===== src/rtl/cpu6_dec_stage.sv =====
// Decode stage: opcode classification, immediate generation and a 2-entry
// skid buffer between fetch and execute, adding one cycle of latency.
`ifndef CPU6_XLEN
`define CPU6_XLEN 32
`endif
`ifndef CPU6_BRANCHTYPE_SIZE
`define CPU6_BRANCHTYPE_SIZE 3
`endif

module cpu6_immdec #(
  parameter int XLEN = `CPU6_XLEN,
  parameter int BT   = `CPU6_BRANCHTYPE_SIZE
) (
  input  logic [31:7]     instr,
  input  logic [BT-1:0]   immtype,
  output logic [XLEN-1:0] imm
);
  localparam logic [BT-1:0] IMM_I = BT'(3'd0);
  localparam logic [BT-1:0] IMM_S = BT'(3'd1);
  localparam logic [BT-1:0] IMM_B = BT'(3'd2);
  localparam logic [BT-1:0] IMM_U = BT'(3'd3);

  logic [31:0] imm32;

  // Immediate assembly for the I/S/B/U formats; any other type yields zero
  always_comb begin
    imm32 = 32'd0;
    case (immtype)
      IMM_I:   imm32 = {{20{instr[31]}}, instr[31:20]};
      IMM_S:   imm32 = {{20{instr[31]}}, instr[31:25], instr[11:7]};
      IMM_B:   imm32 = {{20{instr[31]}}, instr[7], instr[30:25], instr[11:8], 1'b0};
      IMM_U:   imm32 = {instr[31:12], 12'd0};
      default: imm32 = 32'd0;
    endcase
  end

  assign imm = {{(XLEN-31){imm32[31]}}, imm32[30:0]};
endmodule

module cpu6_dec_stage #(
  parameter int XLEN = `CPU6_XLEN
) (
  input  logic                             clk,
  input  logic                             reset,
  input  logic                             flush,
  input  logic                             ifu_valid,
  input  logic [XLEN-1:0]                  ifu_instr,
  input  logic [XLEN-1:0]                  ifu_pc,
  output logic                             ifu_ready,
  output logic                             dec_valid,
  input  logic                             dec_ready,
  output logic [XLEN-1:0]                  dec_instr,
  output logic [XLEN-1:0]                  dec_pc,
  output logic [`CPU6_BRANCHTYPE_SIZE-1:0] dec_immtype,
  output logic [XLEN-1:0]                  dec_imm,
  output logic                             dec_illegal
);
  localparam int BT = `CPU6_BRANCHTYPE_SIZE;
  localparam logic [BT-1:0] IMM_I    = BT'(3'd0);
  localparam logic [BT-1:0] IMM_S    = BT'(3'd1);
  localparam logic [BT-1:0] IMM_B    = BT'(3'd2);
  localparam logic [BT-1:0] IMM_U    = BT'(3'd3);
  localparam logic [BT-1:0] IMM_NONE = BT'(3'd7);

  typedef enum logic [1:0] {EMPTY = 2'd0, ONE = 2'd1, TWO = 2'd2} state_t;

  state_t          state;
  state_t          state_next;
  logic            accept;
  logic            pop;
  logic            load_new;
  logic            load_skid;
  logic            skid_to_head;

  logic [BT-1:0]   new_immtype;
  logic            new_illegal;
  logic            new_jal;
  logic [XLEN-1:0] immdec_imm;
  logic [31:0]     jal_imm32;
  logic [XLEN-1:0] new_imm;

  logic [XLEN-1:0] skid_instr;
  logic [XLEN-1:0] skid_pc;
  logic [BT-1:0]   skid_immtype;
  logic [XLEN-1:0] skid_imm;
  logic            skid_illegal;

  // Opcode classification of the incoming fetch word
  always_comb begin
    new_immtype = IMM_NONE;
    new_illegal = 1'b0;
    new_jal     = 1'b0;
    case (ifu_instr[6:0])
      7'b0000011, 7'b0010011, 7'b1100111,
      7'b0001111, 7'b1110011: new_immtype = IMM_I;
      7'b0100011:             new_immtype = IMM_S;
      7'b1100011:             new_immtype = IMM_B;
      7'b0110111, 7'b0010111: new_immtype = IMM_U;
      7'b0110011:             new_immtype = IMM_NONE;
      7'b1101111:             new_jal     = 1'b1;
      default:                new_illegal = 1'b1;
    endcase
  end

  cpu6_immdec #(.XLEN(XLEN), .BT(BT)) u_immdec (
    .instr   (ifu_instr[31:7]),
    .immtype (new_immtype),
    .imm     (immdec_imm)
  );

  // J format is absent from immdec, so JAL's offset is assembled here
  assign jal_imm32 = {{12{ifu_instr[31]}}, ifu_instr[19:12], ifu_instr[20],
                      ifu_instr[30:21], 1'b0};
  assign new_imm   = new_jal ? {{(XLEN-31){jal_imm32[31]}}, jal_imm32[30:0]} : immdec_imm;

  assign ifu_ready = (state != TWO) & ~reset;
  assign dec_valid = (state != EMPTY);
  assign accept    = ifu_valid & ifu_ready;
  assign pop       = dec_valid & dec_ready;

  // Buffer state register
  always_ff @(posedge clk) begin
    if (reset) begin
      state <= EMPTY;
    end else begin
      state <= state_next;
    end
  end

  // Next-state and load controls; flush discards any accept in the same cycle
  always_comb begin
    state_next   = state;
    load_new     = 1'b0;
    load_skid    = 1'b0;
    skid_to_head = 1'b0;
    if (flush) begin
      state_next = EMPTY;
    end else begin
      case (state)
        EMPTY: begin
          if (accept) begin
            state_next = ONE;
            load_new   = 1'b1;
          end else begin
            state_next = EMPTY;
          end
        end
        ONE: begin
          if (accept && !pop) begin
            state_next = TWO;
            load_skid  = 1'b1;
          end else if (pop && !accept) begin
            state_next = EMPTY;
          end else if (accept && pop) begin
            state_next = ONE;
            load_new   = 1'b1;
          end else begin
            state_next = ONE;
          end
        end
        TWO: begin
          if (pop) begin
            state_next   = ONE;
            skid_to_head = 1'b1;
          end else begin
            state_next = TWO;
          end
        end
        default: state_next = EMPTY;
      endcase
    end
  end

  // Head (dec_*) and skid entry registers
  always_ff @(posedge clk) begin
    if (reset) begin
      dec_instr    <= '0;
      dec_pc       <= '0;
      dec_immtype  <= IMM_NONE;
      dec_imm      <= '0;
      dec_illegal  <= 1'b0;
      skid_instr   <= '0;
      skid_pc      <= '0;
      skid_immtype <= IMM_NONE;
      skid_imm     <= '0;
      skid_illegal <= 1'b0;
    end else begin
      if (load_new) begin
        dec_instr   <= ifu_instr;
        dec_pc      <= ifu_pc;
        dec_immtype <= new_immtype;
        dec_imm     <= new_imm;
        dec_illegal <= new_illegal;
      end else if (skid_to_head) begin
        dec_instr   <= skid_instr;
        dec_pc      <= skid_pc;
        dec_immtype <= skid_immtype;
        dec_imm     <= skid_imm;
        dec_illegal <= skid_illegal;
      end
      if (load_skid) begin
        skid_instr   <= ifu_instr;
        skid_pc      <= ifu_pc;
        skid_immtype <= new_immtype;
        skid_imm     <= new_imm;
        skid_illegal <= new_illegal;
      end
    end
  end
endmodule


===== config.mk =====
export PLATFORM = sky130hd
export DESIGN_NAME = cpu6_dec_stage
export DESIGN_NICKNAME = d
export VERILOG_FILES = /design/src/rtl/cpu6_dec_stage.sv
export SDC_FILE = /design/constraint.sdc
export NUM_CORES = 1
export LEC_CHECK = 0
export CAP_MARGIN = 20
export CELL_PAD_IN_SITES_DETAIL_PLACEMENT = 1
export CELL_PAD_IN_SITES_GLOBAL_PLACEMENT = 2
export CORE_MARGIN = 4
export CORE_UTILIZATION = 32
export DETAILED_ROUTE_END_ITERATION = 8
export GPL_TIMING_DRIVEN = 1
export PLACE_DENSITY = 0.93
export SETUP_SLACK_MARGIN = 0.3
export SYNTH_ARGS = -nofsm -noshare
export SYNTH_HDL_FRONTEND = slang
export SYNTH_SLANG_ARGS = --single-unit

===== constraint.sdc =====
create_clock -name clk -period 5.5 [get_ports clk]
set_input_delay 0.825 -clock clk [delete_from_list [all_inputs] [get_ports clk]]
set_output_delay 0.825 -clock clk [all_outputs]
set_load 0.05 [all_outputs]

==> reports/qor.txt <==
Worst vdd ir: 0.223 mV
R2r setup slk: 2590 ps
Number of synthesized flops with an enable pin: 0
Largest net degree at the start of global routing: 118
Yosys warns: 0
Overall Power: 3.33 mW
Status: finished, final reports clean
Setup Skew: 21.0 ps
Synth top area share: 0.489
Worst-path clk slew: 60 ps
Worst Setup End Kind: flop
Vias: 7,847
Hold/Removal Path Class: reg2reg
Fin. max-slew vios: 0
Hold Crit Endpoint: dec_instr[1]
Final setup violation count: 0
Remaining DRCs: 0
Initial antenna violation count: 0
CTS root buf: clkbuf_16
Worst hold slack: 452 ps
Setup TNS: 0 ps
Hold Path Depth: 2
M1 WL: 13,000 µm
Headroom to the max-slew limit: 0.349
Comb pwr share: 0.097
Row count: 58
Final antenna-violating net count: 0
Final wirelength: 27,900 µm
Seq/Total Area, Yosys: 0.489
Num Clock Sinks: 202
Core ar.: 25,300 µm²
1st-pass router iterations: 5
Netlist cell types: 53
Share of layout cells above drive strength 1: 0.0544
Nets: 1,198
Critical path type: in2reg
Avg WL per Cell: 19.0 µm
Final HPWL DP: 17,000 µm
Flop and latch count out of synthesis: 202
Vias in the first global route: 8,052
Critical Path AT: 3830 ps
Die width: 169 µm
Vias/cell: 5.34
First-pass GRT wire length: 44,200 µm
Worst hold start: dec_instr[1]
Internal power: 2.50 mW
PwrDens: 308 nW/µm²
Met3 wire length: 1230 µm
Postcts setup bufs: 0
Post_cts resized: 0
Number of max-cap violations: 0
Worst r2r src: state[0]
FF-to-FF End: dec_imm[22]
Post-CTS Hold Buffers: 0
Syn Std Cell Area: 8270 µm²
Buffers on Ports: 170
Worst-path fanout max: 117
Unrepaired setup endpoints after global routing: no
Worst-Skew Late Latency: 520 ps
Io pins: 171
Fin crit share: 0.619
CTS Buffer Depth: 3
H-tree depth: 1
CTS buffer count: 23
Synth area leaders: dfxtp_1 (49%), nand2_1 (12%), a21oi_1 (10%), a22oi_1 (6.0%), clkbuf_1 (2.5%)
RD Place Congestion: 0.795
Die Span Y: 169 µm
Peak Freq: 294 MHz
CTS tree: done
Total GRT Usage: 0.188
Clock share of power: 0.452
Sequential fraction of design power: 0.451
Sw Pwr: 0.829 mW
Sw frac: 0.249
R2R depth: 9
Min Tclk post-route: 3410 ps
Synth Instances: 1,018
N_diodes: 0
WP data required: 5930 ps
Mean Syn Cell Area: 8.12 µm²
Main flop type after synthesis: dfxtp_1
Syn Nets: 1,089
Ys async rst share: 0
Pleak: 3.51 nW
Routed length on met2: 13,100 µm
Tightest Pin Transition: 976 ps
Die Area: 28,500 µm²
Cell taking the most area after synthesis: dfxtp_1
Grt total ovfl: 0
Initial core utilization: 0.326
Startpoint types: input port
Final hold vios: 0
Initial detailed-routing violation count: 501
Final Util: 0.427
Max layer used: met4
Layout Area Growth over Synthesis: 30.9%
worst max-delay path by stage:
stage                     startpoint  slack, ps           end
final                          reset       2090   dec_illegal
after global routing           reset       1850   dec_illegal
after CTS                      reset       2110   dec_illegal
after detailed placement       reset       1580   dec_illegal
after global placement         reset       1640   dec_illegal
after floorplan                reset       2000  skid_imm[20]
area by class of cell:
type | count | area, µm²
Fill cell | 2923 | 14500
Sequential cell | 202 | 4040
Multi-Input combinational cell | 717 | 3820
Timing Repair Buffer | 177 | 1790
Clock buffer | 32 | 639
Tap cell | 330 | 413
Clock inverter | 6 | 83.8
Inverter | 6 | 22.5
state kept, by name, indices dropped and copies added (netlist names):
name / cells
state: 2
skid_illegal: 1
dec_instr: 32
dec_illegal: 1
dec_imm: 32
dec_pc: 32
skid_immtype: 3
skid_pc: 32
skid_instr: 32
dec_immtype: 3
skid_imm: 32
per-layer routing:
metal  vias to the layer above  GRT usage
met1                      3871      0.258
met4                         0     0.0388
met2                       167      0.317
met5                         -          0
li1                       3776          -
met3                        33     0.0264
Yosys cell counts (2+ instances only):
cell,instances
a22oi_1,66
ha_1,2
a211o_1,3
inv_1,6
nand3_1,19
a31o_2,7
o21a_1,2
a32oi_1,2
o21ai_0,38
o22a_1,2
a311oi_1,4
a221oi_1,9
nand3b_1,8
buf_1,2
a32o_1,2
buf_4,4
nand4_1,2
o32a_1,2
nand2b_1,4
o22ai_1,2
and3_1,10
a211oi_1,10
a31oi_2,2
and2_1,18
buf_6,3
nor3b_1,4
nor2b_1,3
buf_2,28
nand2_1,254
a31oi_1,16
o2bb2ai_1,6
nor3_1,13
dfxtp_1,202
a21oi_1,166
clkbuf_1,55
nor2_1,25
kinds of logic (layout without fill, tap and decap cells):
kind of cell,count (synthesis),in the layout,synth area share
flip-flops,202,202,0.489
buffers and inverters,99,221,0.0539
adder cells (fa/ha/maj),2,2,0.00303
XOR/XNOR,1,1,0.00106
AND/OR/NAND/NOR,369,369,0.195
AO/OA/AOI/OAI,345,345,0.257
power by group through the flow:
stage	Sequential, mW	Clock (mW)	Combinational [mW]
2_1_floorplan	1.60	0	0.108
3_3_place_gp	1.53	0	0.319
3_5_place_dp	1.54	0	0.322
4_1_cts	1.50	1.55	0.323
5_1_grt	1.51	1.60	0.343
6_report	1.50	1.51	0.322
cell usage in the layout, fill, tap and decap left out, types with 6 or more instances in the layout:
| cell type | synthesis | layout |
|---|---|---|
| and3_1 | 10 | 10 |
| and2_1 | 18 | 18 |
| nor3_1 | 13 | 12 |
| clkbuf_1 | 55 | 6 |
| dfxtp_1 | 202 | 202 |
| a31o_2 | 7 | 7 |
| a22oi_1 | 66 | 66 |
| a21oi_1 | 166 | 166 |
| nand3b_1 | 8 | 8 |
| nand3_1 | 19 | 18 |
| nand2_1 | 254 | 254 |
| inv_1 | 6 | 6 |
| a211oi_1 | 10 | 10 |
| nor2_1 | 25 | 24 |
| a221oi_1 | 9 | 9 |
| o2bb2ai_1 | 6 | 6 |
| clkbuf_16 | 0 | 23 |
| a31oi_1 | 16 | 16 |
| clkdlybuf4s50_1 | 0 | 169 |
| o21ai_0 | 38 | 37 |
worst max-delay path: stages:
cell	delay (ps)
buf_6	620
a21oi_1	120
and2_1	230
ha_1	180
and2_1	170
o21a_4	320
nor2_4	650
buf_12	320
a22oi_1	100
o22ai_1	160
stage by stage:
stage	cells	cell area, µm²	worst slack [ps]
6_report	1470	10800	2090
5_1_grt	1470	10800	1850
4_1_cts	1470	10800	2110
3_5_place_dp	1432	10100	1580
3_3_place_gp	1432	10100	1640
2_1_floorplan	1018	8270	2000
Power figures use the tool's default switching activity.
